### src/rtl/des_pkg.sv
// Shared constants for the DES substitution stage: S-box tables, chunk widths, FSM states.
// Each box is 64 nibbles, row-major, entry 0 in the top nibble.
package des_pkg;
  localparam int SB_IN_W  = 6;
  localparam int SB_OUT_W = 4;

  typedef enum logic [1:0] {IDLE = 2'd0, BUSY = 2'd1, DONE = 2'd2} state_e;

  localparam logic [1:8][255:0] SBOX = {
    256'hE4D12FB83A6C5907_0F74E2D1A6CB9538_41E8D62BFC973A50_FC8249175B3EA06D,
    256'hF18E6B34972DC05A_3D47F28EC01A69B5_0E7BA4D158C6932F_D8A13F42B67C05E9,
    256'hA09E63F51DC7B428_D709346A285ECBF1_D6498F30B12C5AE7_1AD069874FE3B52C,
    256'h7DE3069A1285BC4F_D8B56F03472C1AE9_A690CB7DF13E5284_3F06A1D8945BC72E,
    256'h2C417AB6853FD0E9_EB2C47D150FA3986_421BAD78F9C5630E_B8C71E2D6F09A453,
    256'hC1AF92680D34E75B_AF427C9561DE0B38_9EF528C3704A1DB6_432C95FABE17608D,
    256'h4B2EF08D3C975A61_D0B7491AE35C2F86_14BDC37EAF680592_6BD814A7950FE23C,
    256'hD2846FB1A93E50C7_1FD8A374C56B0E92_7B419CE206ADF358_21E74A8DFC90356B
  };
endpackage

### src/rtl/des_sbox_lut.sv
// Combinational 6->4 ROM for a single DES S-box.
module des_sbox_lut
  import des_pkg::*;
#(
  parameter int BOX = 1
) (
  input  logic [SB_IN_W-1:0]  chunk,
  output logic [SB_OUT_W-1:0] val
);
  localparam logic [255:0] TBL = SBOX[BOX];

  // row = {b6,b1}, col = b5..b2; entry 0 sits at the top nibble, so index from the top
  logic [5:0] rev_idx;
  assign rev_idx = 6'd63 - {chunk[5], chunk[0], chunk[4:1]};
  assign val     = TBL[{rev_idx, 2'b00} +: SB_OUT_W];
endmodule

### src/rtl/des_sbox_engine.sv
// Iterative DES S1..S8 substitution: LANES lookups per cycle, one word in flight.
module des_sbox_engine
  import des_pkg::*;
#(
  parameter int LANES = 4
) (
  input  logic        CLK,
  input  logic        RST,
  input  logic        IN_VALID,
  output logic        IN_READY,
  input  logic [47:0] DIN,
  output logic        OUT_VALID,
  input  logic        OUT_READY,
  output logic [31:0] DOUT
);
  localparam int NCYC = 8 / LANES;
  localparam int CW   = $clog2(NCYC) + 1;

  if (!(LANES == 1 || LANES == 2 || LANES == 4 || LANES == 8)) begin : g_bad_lanes
    $error("des_sbox_engine: LANES must be 1, 2, 4 or 8");
  end

  state_e                     state;
  logic [47:0]                in_sr;
  logic [31:0]                out_sr, out_nxt, dout_q;
  logic [CW-1:0]              cnt;
  logic                       last;
  logic [SB_OUT_W-1:0]        lut_out [LANES][8];
  logic [SB_OUT_W-1:0]        lane_res [LANES];
  logic [SB_OUT_W*LANES-1:0]  res_cat;

  // Lane l only ever serves boxes l, l+LANES, ...; other mux inputs are tied off.
  for (genvar l = 0; l < LANES; l++) begin : g_lane
    logic [SB_IN_W-1:0] chunk;
    logic [2:0]         sel;
    assign chunk = in_sr[47-SB_IN_W*l -: SB_IN_W];
    assign sel   = 3'(int'(cnt) * LANES + l);
    for (genvar b = 0; b < 8; b++) begin : g_box
      if (b % LANES == l) begin : g_rom
        des_sbox_lut #(.BOX(b + 1)) u_lut (.chunk(chunk), .val(lut_out[l][b]));
      end else begin : g_nc
        assign lut_out[l][b] = '0;
      end
    end
    assign lane_res[l] = lut_out[l][sel];
  end

  always_comb begin
    res_cat = '0;
    for (int l = 0; l < LANES; l++) res_cat[SB_OUT_W*(LANES-1-l) +: SB_OUT_W] = lane_res[l];
  end

  // At LANES=8 the shift clears the whole register, which is what we want.
  assign out_nxt   = (out_sr << (SB_OUT_W * LANES)) | 32'(res_cat);
  assign last      = (cnt == CW'(NCYC - 1));
  assign IN_READY  = (state == IDLE) || (state == DONE && OUT_READY);
  assign OUT_VALID = (state == DONE);
  assign DOUT      = dout_q;

  always_ff @(posedge CLK) begin
    if (RST) begin
      state  <= IDLE;
      in_sr  <= '0;
      out_sr <= '0;
      dout_q <= '0;
      cnt    <= '0;
    end else begin
      case (state)
        IDLE: if (IN_VALID) begin
          in_sr <= DIN;
          cnt   <= '0;
          state <= BUSY;
        end
        BUSY: begin
          in_sr  <= in_sr << (SB_IN_W * LANES);
          out_sr <= out_nxt;
          cnt    <= cnt + 1'b1;
          if (last) begin
            dout_q <= out_nxt;
            state  <= DONE;
          end
        end
        DONE: if (OUT_READY) begin
          if (IN_VALID) begin
            in_sr <= DIN;
            cnt   <= '0;
            state <= BUSY;
          end else begin
            state <= IDLE;
          end
        end
        default: state <= IDLE;
      endcase
    end
  end
endmodule
### config.mk
export PLATFORM = sky130hd
export DESIGN_NAME = des_sbox_engine
export DESIGN_NICKNAME = d
export VERILOG_FILES = /design/src/rtl/des_pkg.sv /design/src/rtl/des_sbox_lut.sv /design/src/rtl/des_sbox_engine.sv
export SDC_FILE = /design/constraint.sdc
export NUM_CORES = 1
export LEC_CHECK = 0
export CAP_MARGIN = 30
export CORE_MARGIN = 5
export CORE_UTILIZATION = 32
export DETAILED_ROUTE_END_ITERATION = 8
export GPL_TIMING_DRIVEN = 0
export RECOVER_POWER = 25
export SLEW_MARGIN = 40
export SYNTH_ARGS = -nofsm -noshare
export SYNTH_HDL_FRONTEND = slang
export SYNTH_SLANG_ARGS = --single-unit
### constraint.sdc
create_clock -name CLK -period 2.9 [get_ports CLK]
set_input_delay 0.58 -clock CLK [delete_from_list [all_inputs] [get_ports CLK]]
set_output_delay 0.58 -clock CLK [all_outputs]
set_load 0.005 [all_outputs]
[Yosys cells after proc, flatten, opt, wreduce, memory -nomap -nowiden]
Cells that the tools add are included.
Widths: inputs -> output; s select.
Storage, ports and cells
  register bits after elaboration: 100
  input port bits: 52
Operators by class
  add/sub/neg operators: 8
  magnitude comparators: 4
  eq/ne operators: 6
  shift-type cells: 8
  multiplexer cells: 23
  bitwise operators: 5
  reduce and logical (&&, ||, !) cells: 7
Operator list (count)
  $shiftx 256x9->4 const A: 8
  $pmux 48 s3: 1
  $mux 48: 2
  $bmux 4 s3: 4
  $mux 4: 8
  $or 32x16->32: 1
  $sub 6x6->6 const A: 4
  $ge 4x4->1 const B: 4
  $not 3->4: 4
  $pmux 2 s3: 2
  $mux 2: 5
  $add 3x2->3 const B: 2
  $eq 2x1->1 const B: 2
  $ne 2x2->1 const B: 2
  $reduce_and 2->1: 2
  $add 3x1->3 const B: 1
  $reduce_and 3->1: 1
  $reduce_bool 3->1: 1
  $add 2x1->2 const B: 1
  $eq 2x2->1 const B: 1
  $logic_not 2->1: 1
  $ne 2x1->1 const B: 1
  $logic_and 1x1->1: 1
  $logic_or 1x1->1: 1
  $mux 1: 1

[Depth between registers and ports, before layout]
Gate-level depths: netlist (run 1).
  depth in word-level cells: 6
  gate-level depth with buffers: 10
  mapped depth without buffers: 8

[By module]
A second synthesis (run 1) with hierarchy kept.
Unflattened totals
  cells, all modules: 1233
  area total of the unflattened synthesis: 9902.0 µm²
By module, submodules not included
  des_sbox_engine: times used 1, cells each 516, area an instance 4628.2 µm²
  des_sbox_lut at g_lane[1].g_box[5].g_rom.u_lut: times used 1, cells each 97, area an instance 715.7 µm²
  des_sbox_lut at g_lane[3].g_box[7].g_rom.u_lut: times used 1, cells each 95, area an instance 706.9 µm²
  des_sbox_lut at g_lane[0].g_box[0].g_rom.u_lut: times used 1, cells each 92, area an instance 688.2 µm²
  des_sbox_lut at g_lane[2].g_box[2].g_rom.u_lut: times used 1, cells each 97, area an instance 678.2 µm²
  des_sbox_lut at g_lane[0].g_box[4].g_rom.u_lut: times used 1, cells each 95, area an instance 674.4 µm²
  des_sbox_lut at g_lane[1].g_box[1].g_rom.u_lut: times used 1, cells each 83, area an instance 656.9 µm²
  des_sbox_lut at g_lane[2].g_box[6].g_rom.u_lut: times used 1, cells each 88, area an instance 615.6 µm²
  des_sbox_lut at g_lane[3].g_box[3].g_rom.u_lut: times used 1, cells each 70, area an instance 538.0 µm²

[Worst setup path after synthesis (run 1)]
No wires, ideal clock.
  path kind: flip-flop to flip-flop
  start point: register cnt[0]
  end point: register out_sr[1]
  setup time: 0.139 ns
  data arrival time: 2.889 ns
  data required time: 2.761 ns
  slack: -0.128 ns
  cell stages (with the launch flop): 9
  buffers on the path: 0
  period minus slack after synthesis: 3.028 ns
  cell sequence: dfxtp_1 -> inv_1 -> ha_1 -> and2_4 -> or3_1 -> o31a_1 -> mux4_2 -> a21oi_2 -> a211oi_1
On the way
  longest elaborated chain between the ends: 6
RTL lines
  start, declared: RTL line des_sbox_engine.sv:26  | logic [CW-1:0] cnt;
  start signal, assigned: RTL line des_sbox_engine.sv:77  | cnt <= cnt + 1'b1;
  $add 3x2->3: RTL line des_sbox_engine.sv:37  | assign sel = 3'(int'(cnt) * LANES + l);
  $not 3->4 (not written as such): RTL line des_sbox_engine.sv:45  | assign lane_res[l] = lut_out[l][sel];
  $bmux 4 s3: RTL line des_sbox_engine.sv:45
  $mux 4 (not written as such) (2 in a row): RTL line des_sbox_engine.sv:45
  $or 32x16->32: RTL line des_sbox_engine.sv:54  | assign out_nxt = (out_sr << (SB_OUT_W * LANES)) | 32'(res_cat);
  end signal, assigned: RTL line des_sbox_engine.sv:76  | out_sr <= out_nxt;
  end, declared: RTL line des_sbox_engine.sv:25  | logic [31:0] out_sr, out_nxt, dout_q;
Every way passes these cells. The select of a mux whose other input is x is not followed.
A chain may end at the register's enable or synchronous reset.

[Worst setup path after layout (run 1)]
  start point: register in_sr[31]
  end point: register out_sr[5]
On the way
  longest elaborated chain between the ends: 6
  elaborated cells between the ends (all ways): 7
RTL lines
  start, declared: RTL line des_sbox_engine.sv:24  | logic [47:0] in_sr;
  start signal, assigned: RTL line des_sbox_engine.sv:75  | in_sr <= in_sr << (SB_IN_W * LANES);
  $sub 6x6->6 *: RTL line des_sbox_lut.sv:14  | assign rev_idx = 6'd63 - {chunk[5], chunk[0], chunk[4:1]};
  $shiftx 256x9->4: RTL line des_sbox_lut.sv:15  | assign val = TBL[{rev_idx, 2'b00} +: SB_OUT_W];
  $bmux 4 s3 *: RTL line des_sbox_engine.sv:45
  $mux 4 (not written as such) * (2 in a row): RTL line des_sbox_engine.sv:45
  $or 32x16->32 *: RTL line des_sbox_engine.sv:54
Every way passes the cells marked *; elsewhere a longest branch is shown, timed or not. The select of a mux whose other input is x is not followed.

==> flow_metrics.py, run 1 <==
metrics = {
    "outcome": {
        "status": "completed",
    },
    "floorplan": {
        "die_w_um": 169.6,
        "die_y_um": 169.6,
        "die_area_mm2": 0.02878,
        "core_area_mm2": 0.02511,
        "start_util_pct": 32.48,
        "pin_count": 86,
        "rows": 58,
    },
    "drt": {
        "drcViolationCount": 0,
        "detail-route-antenna-nets": 0,
        "viasPerCell": 5.834,
        "num_vias": 9020,
        "routed_wl_um": 31050,
        "dr.pass1.iters": 5,
        "drt-initial-drc-count": 1137,
        "wl_per_cell_um": 20.08,
    },
    "critical_path": {
        "endpoint_kind": "register",
        "worst-setup-path-type": "register to register",
        "reg2regPathDepth": 11,
        "cp_slowest_cell": "mux4_2",
        "start_kind": "register",
        "critPathMaxStageDelay_ns": 0.46,
        "cp-startpoint": "in_sr[31]",
        "cp.depth": 11,
        "crit_path_end": "out_sr[5]",
        "critical-path-top-delay-family": "buffers and inverters",
        "timing.rr.start": "in_sr[31]",
        "path_max_fanout": 10,
        "reg2reg_to": "out_sr[5]",
        "ff2ff_setup_slack_ns": 0.11,
        "crit_top_cell": "clkbuf_4",
        "path_buf_inv": 5,
        "path_cells": "clkbuf_4 > clkbuf_4 > clkinvlp_4 > buf_4 > ha_2 > inv_1 > mux4_2 > nor4b_2 > a31oi_1 > and4_1 > a211oi_2",
        "cp.arrival_ns": 3.08,
        "critPathRequiredTime_ns": 3.18,
    },
    "cts": {
        "ctsHtreeMaxLevel": 3,
        "clock_sinks": 100,
        "ctsHoldBuffers": 0,
        "cts_buffer_depth": 2,
        "path_clk_slew_ns": 0.08,
        "clk_latency_ns": 0.37,
        "cts_buffers": 9,
        "clock-root-buffer": "clkbuf_16",
        "cts_tree": "built",
    },
    "power": {
        "p_leak_nw": 3.542,
        "irDropWorstVdd_v": 0.0002664,
        "finalPower_mw": 4.801,
        "p_per_area_mw_per_mm2": 486.8,
    },
    "grt": {
        "grt_pass1_wl_um": 48380,
        "grt_use_total_pct": 20.95,
        "grt_max_degree": 19,
        "antenna_found_initial": 0,
        "grt_overflow_total": 0,
        "grt_pass1_vias": 8489,
    },
    "timing": {
        "period_needed_ns": 2.793,
        "fin_skew_ns": 0.008762,
        "worstMarginPinSlew_ns": 0.7595,
        "final-hold-violation-count": 0,
        "maxSlewViolCount": 0,
        "maxSlewHeadroom_pct": 49.02,
        "clock.fmax_mhz": 358.0,
        "setup_viol": 0,
        "setup_slack_ns": 0.1067,
        "finalCritPeriodShare_pct": 96.32,
    },
    "worst_hold_path": {
        "whs_path_depth": 2,
        "hp-class": "register to register",
    },
    "placement": {
        "portBuffers": 84,
        "pre_cts_slack_ns": -0.9075,
        "place.gp.congestion": 0.9905,
        "placed_area_mm2": 0.009414,
        "detailed_place_hpwl_um": 22530,
    },
    "logic_synthesis": {
        "synthesis.area_mm2": 0.008155,
        "synth_most_common_cell": "nand2_1",
        "yosysTopAreaCellShare_pct": 24.55,
        "avgSynthCellArea_um2": 7.380,
        "yosys.area.top_type": "dfxtp_1",
        "ys.flop_type": "dfxtp_1",
        "syn_inst": 1105,
        "yosysUniqueCellTypes": 81,
        "ys_ff_latch": 100,
        "async_flop_share_pct": 0,
        "synth_common_cells": "nand2_1, dfxtp_1, nor2_1",
        "synth_area_leaders": "dfxtp_1, nand2_1, ha_1, a21oi_1, nor2_1",
        "synth-edff-count": 0,
        "syn_nets": 1195,
        "yosysSeqAreaShare_pct": 24.55,
        "yosysWarnings": 0,
    },
    "finish": {
        "drive_gt1_share_pct": 10.28,
        "final_nets": 1301,
        "area_growth_pct": 20.93,
        "fillers": 2661,
        "design_area_mm2": 0.009862,
        "diodes": 0,
    },
    "run": {
        "maxCapViolCount": 0,
    },
}
## stage by stage
step	TNS, ns	instances	util [%]	hold WS (ns)
floorplan	0	1105	-	0.4319
global placement	-26.91	1519	37.49	0.4412
detailed placement	-24.31	1519	37.49	0.4468
CTS	-0.01327	1541	38.97	0.4581
global route	-0.002754	1546	39.28	0.4748
finish	0	1546	39.28	0.4515
## power breakdown
part	total, mW	internal [mW]	switching [mW]
sequential	1.56	1.47	0.0839
clock	1.21	0.597	0.612
combinational	2.04	0.795	1.24
total	4.80	2.86	1.94
## layer usage
metal  part of all wire (%)  vias to the layer above  GRT usage [%]
met5                      0                        -              0
met1                     44                     4202          29.39
met4                    2.6                        0          6.300
li1                       -                     4242              -
met3                    9.9                       63          4.729
met2                     43                      513          32.12
## flip-flops by register name (all words and copies together), names as in the netlist
signal / count
out_sr: 16
cnt: 2
in_sr: 48
DOUT: 32
state: 2
## worst reg2reg max path, cell delays in order (launching register included)
cell and delay [ns]:
dfxtp_2 0.35, clkbuf_4 0.19, clkbuf_4 0.22, clkinvlp_4 0.15
buf_4 0.14, ha_2 0.25, inv_1 0.11, mux4_2 0.46
nor4b_2 0.26, a31oi_1 0.06, and4_1 0.29, a211oi_2 0.23
## cells by family after synthesis
logic type | after synthesis | share of synthesized area [%]
fa+ha+maj | 38 | 5.830
buf+inv | 138 | 7.917
flops | 100 | 24.55
compound gates | 343 | 29.00
xor+xnor | 10 | 1.074
simple gates | 444 | 25.58
mux | 32 | 6.060
## worst min-delay path by stage
stage | start | to | slack (ns)
global route | out_sr[0] | DOUT[16] | 0.47
detailed placement | out_sr[0] | DOUT[16] | 0.45
floorplan | out_sr[2] | DOUT[18] | 0.43
finish | DOUT[19] | DOUT[19] | 0.45
global placement | out_sr[2] | DOUT[18] | 0.44
CTS | DOUT[23] | DOUT[23] | 0.46
## final cells by class
type | instances | area, um^2 | share of cell area, %
sequential | 100 | 2008 | 20.36
clock inverter | 7 | 62.56 | 0.6344
timing repair inverter | 1 | 7.507 | 0.07612
clock buffer | 9 | 225.2 | 2.284
buffer | 109 | 549.3 | 5.570
tap | 330 | 412.9 | 4.187
timing repair buffer | 94 | 919.6 | 9.325
multi-input combinational | 867 | 5560 | 56.38
inverter | 29 | 116.4 | 1.180
## repair_timing
| item | in CTS | in global routing |
|---|---|---|
| buffers inserted | 5 | 5 |
| cloned | 1 | 0 |
| pin swaps | 1 | 1 |
| endpoints found under the hold margin | 0 | 0 |
| setup endpoints to repair | 33 | 21 |
| resized for setup | 10 | 16 |
## cell usage in the layout (no fill, tap or decap), drive strengths merged, types with 32 or more instances in the layout
master / n
nor3: 33
nor2: 98
clkdlybuf4s50: 52
dlygate4sd3: 32
nor2b: 34
ha: 38
buf: 57
nand2: 176
clkbuf: 71
o21ai: 59
a21oi: 89
dfxtp: 100
(Power assumes the default switching activity.)
==> inputs of run 2 (changes only) <==
Settings changed: CAP_MARGIN 30 to 20, CORE_ASPECT_RATIO set to 0.5, CTS_CLUSTER_SIZE set to 28.
==> run 2 against run 1 <==
First-iteration DRC count decreased by 9.1%. Combinational power about the same. Maximum frequency decreased by 0.85%. Highest routed layer unchanged. Global-route usage rose by 0.57 points. Critical endpoint is now out_sr[1].
==> flow_metrics.py, run 2 (synthesis results as in run 1) <==
metrics = {
    "cts": {
        "ctsHtreeMaxLevel": 3,
        "path_clk_slew_ns": 0.07,
        "cts_buffer_depth": 2,
        "clock-root-buffer": "clkbuf_16",
        "cts_buffers": 9,
        "clk_latency_ns": 0.36,
        "cts_tree": "built",
        "clock_sinks": 100,
    },
    "critical_path": {
        "path_max_fanout": 8,
        "worst-setup-path-type": "register to register",
        "cp.arrival_ns": 3.03,
        "path_cells": "inv_1 > ha_1 > and2_4 > or3_1 > o31a_1 > mux4_2 > a21oi_4 > a211oi_1",
        "critical-path-top-delay-family": "simple AND/OR/NAND/NOR gates",
        "start_kind": "register",
        "path_buf_inv": 1,
        "ff2ff_setup_slack_ns": 0.08,
        "critPathMaxStageDelay_ns": 0.52,
        "cp_slowest_cell": "dfxtp_1",
        "endpoint_kind": "register",
        "critPathRequiredTime_ns": 3.11,
    },
    "placement": {
        "detailed_place_hpwl_um": 23740,
        "place.gp.congestion": 0.9687,
        "placed_area_mm2": 0.009438,
        "portBuffers": 84,
        "dp_cells": 1533,
    },
    "floorplan": {
        "start_util_pct": 32.44,
        "die_y_um": 122.9,
        "rows": 41,
        "pin_count": 86,
        "die_area_mm2": 0.02897,
        "die_w_um": 235.8,
        "core_area_mm2": 0.02514,
    },
    "drt": {
        "detail-route-antenna-nets": 0,
        "routed_wl_um": 32230,
        "drt-initial-drc-count": 1034,
        "viasPerCell": 5.922,
        "drcViolationCount": 0,
        "num_vias": 9227,
        "dr.pass1.iters": 5,
        "wl_per_cell_um": 20.69,
    },
    "finish": {
        "final_nets": 1299,
        "area_growth_pct": 21.05,
        "final_common_cell": "nand2_1",
        "largest_reg_flops": 48,
        "top_register": "in_sr",
        "fin_cells": 1558,
        "drive_gt1_share_pct": 10.05,
        "design_area_mm2": 0.009872,
        "diodes": 0,
        "layout_common_cells": "nand2_1, nor2_1, dfxtp_1, a21oi_1, clkbuf_1",
        "fillers": 2609,
    },
    "timing": {
        "rsz0062_at_grt": "no",
        "setup_viol": 0,
        "worstMarginPinSlew_ns": 0.6058,
        "final-hold-violation-count": 0,
        "fin_skew_ns": 0.01124,
        "maxSlewHeadroom_pct": 58.57,
        "period_needed_ns": 2.817,
        "tns_ns": 0,
        "maxSlewViolCount": 0,
        "fin_hold_ws_ns": 0.4416,
        "finalCritPeriodShare_pct": 97.15,
        "clock.fmax_mhz": 355.0,
    },
    "outcome": {
        "status": "completed",
    },
    "grt": {
        "grtUsageMet1_pct": 29.31,
        "grt_pass1_wl_um": 50230,
        "grt_pass1_vias": 8765,
        "grt_use_total_pct": 21.52,
        "use_met2_pct": 36.26,
        "antenna_found_initial": 0,
        "grt_max_degree": 19,
        "gr-max-usage-layer": "met2",
        "grt_overflow_total": 0,
        "grt_util_met3_pct": 3.009,
    },
    "power": {
        "finalPower_mw": 4.820,
        "p_leak_nw": 3.537,
        "irDropWorstVdd_v": 0.0002535,
        "p_per_area_mw_per_mm2": 488.2,
    },
    "worst_hold_path": {
        "hp-class": "register to register",
    },
    "run": {
        "maxCapViolCount": 0,
    },
}
## run 2: cell count changes in the layout (fill, tap and decap cells not counted), moves of 2 or more
cell / change
inv_6: +2
clkbuf_4: -2
buf_4: -2
clkinv_2: -2
## run 2: metal layers
layer / share of wire (%) / wire length, um / up-vias
li1: - / - / 4226
met1: 44 / 14200 / 4458
met2: 46 / 14760 / 464
met3: 7.5 / 2422 / 79
met4: 2.6 / 847 / 0
met5: 0 / 0 / -
## run 2: final cells by class
class | instances | area (um^2) | share of cell area, %
multi-input combinational | 867 | 5560 | 56.32
sequential | 100 | 2009 | 20.35
timing repair buffer | 92 | 904.6 | 9.164
buffer | 109 | 550.5 | 5.577
tap | 344 | 430.4 | 4.360
clock buffer | 10 | 239.0 | 2.421
inverter | 29 | 116.4 | 1.179
clock inverter | 6 | 53.80 | 0.5450
timing repair inverter | 1 | 7.507 | 0.07605
## run 2: path summary, 6_finish.rpt
path | cells after the start | endpoint | from
setup / recovery | 8 | out_sr[1] | in_sr[25]
hold reg to reg | 2 | DOUT[17] | out_sr[1]
setup reg to reg | 8 | out_sr[1] | in_sr[25]
hold / removal | 2 | DOUT[17] | out_sr[1]
## run 2: worst register-to-register path, delay by kind of cell (launching register included)
| family | cells | cell delay [ns] |
|---|---|---|
| simple gates | 2 | 0.60 |
| flops | 1 | 0.52 |
| mux | 1 | 0.51 |
| compound gates | 3 | 0.48 |
| fa+ha+maj | 1 | 0.36 |
| buf+inv | 1 | 0.18 |
## run 2: power by group
part           switching, mW  internal (mW)  total, mW
combinational           1.27          0.797       2.06
sequential            0.0916           1.47       1.56
clock                  0.571          0.621       1.19
## run 2: timing repair
item	in CTS	in global routing
gates resized for setup	11	15
setup buffers	7	1
hold buffers	0	0
endpoints found under the setup margin	32	18
cloned	1	0
pin swaps	1	0
## run 2: through the flow
stage / worst slack, ns / util [%]
finish: 0.08271 / 39.27
global route: 0.01392 / 39.27
CTS: 0.001433 / 39.08
detailed placement: -0.9341 / 37.55
global placement: -1.180 / 37.52
floorplan: 0.07913 / -
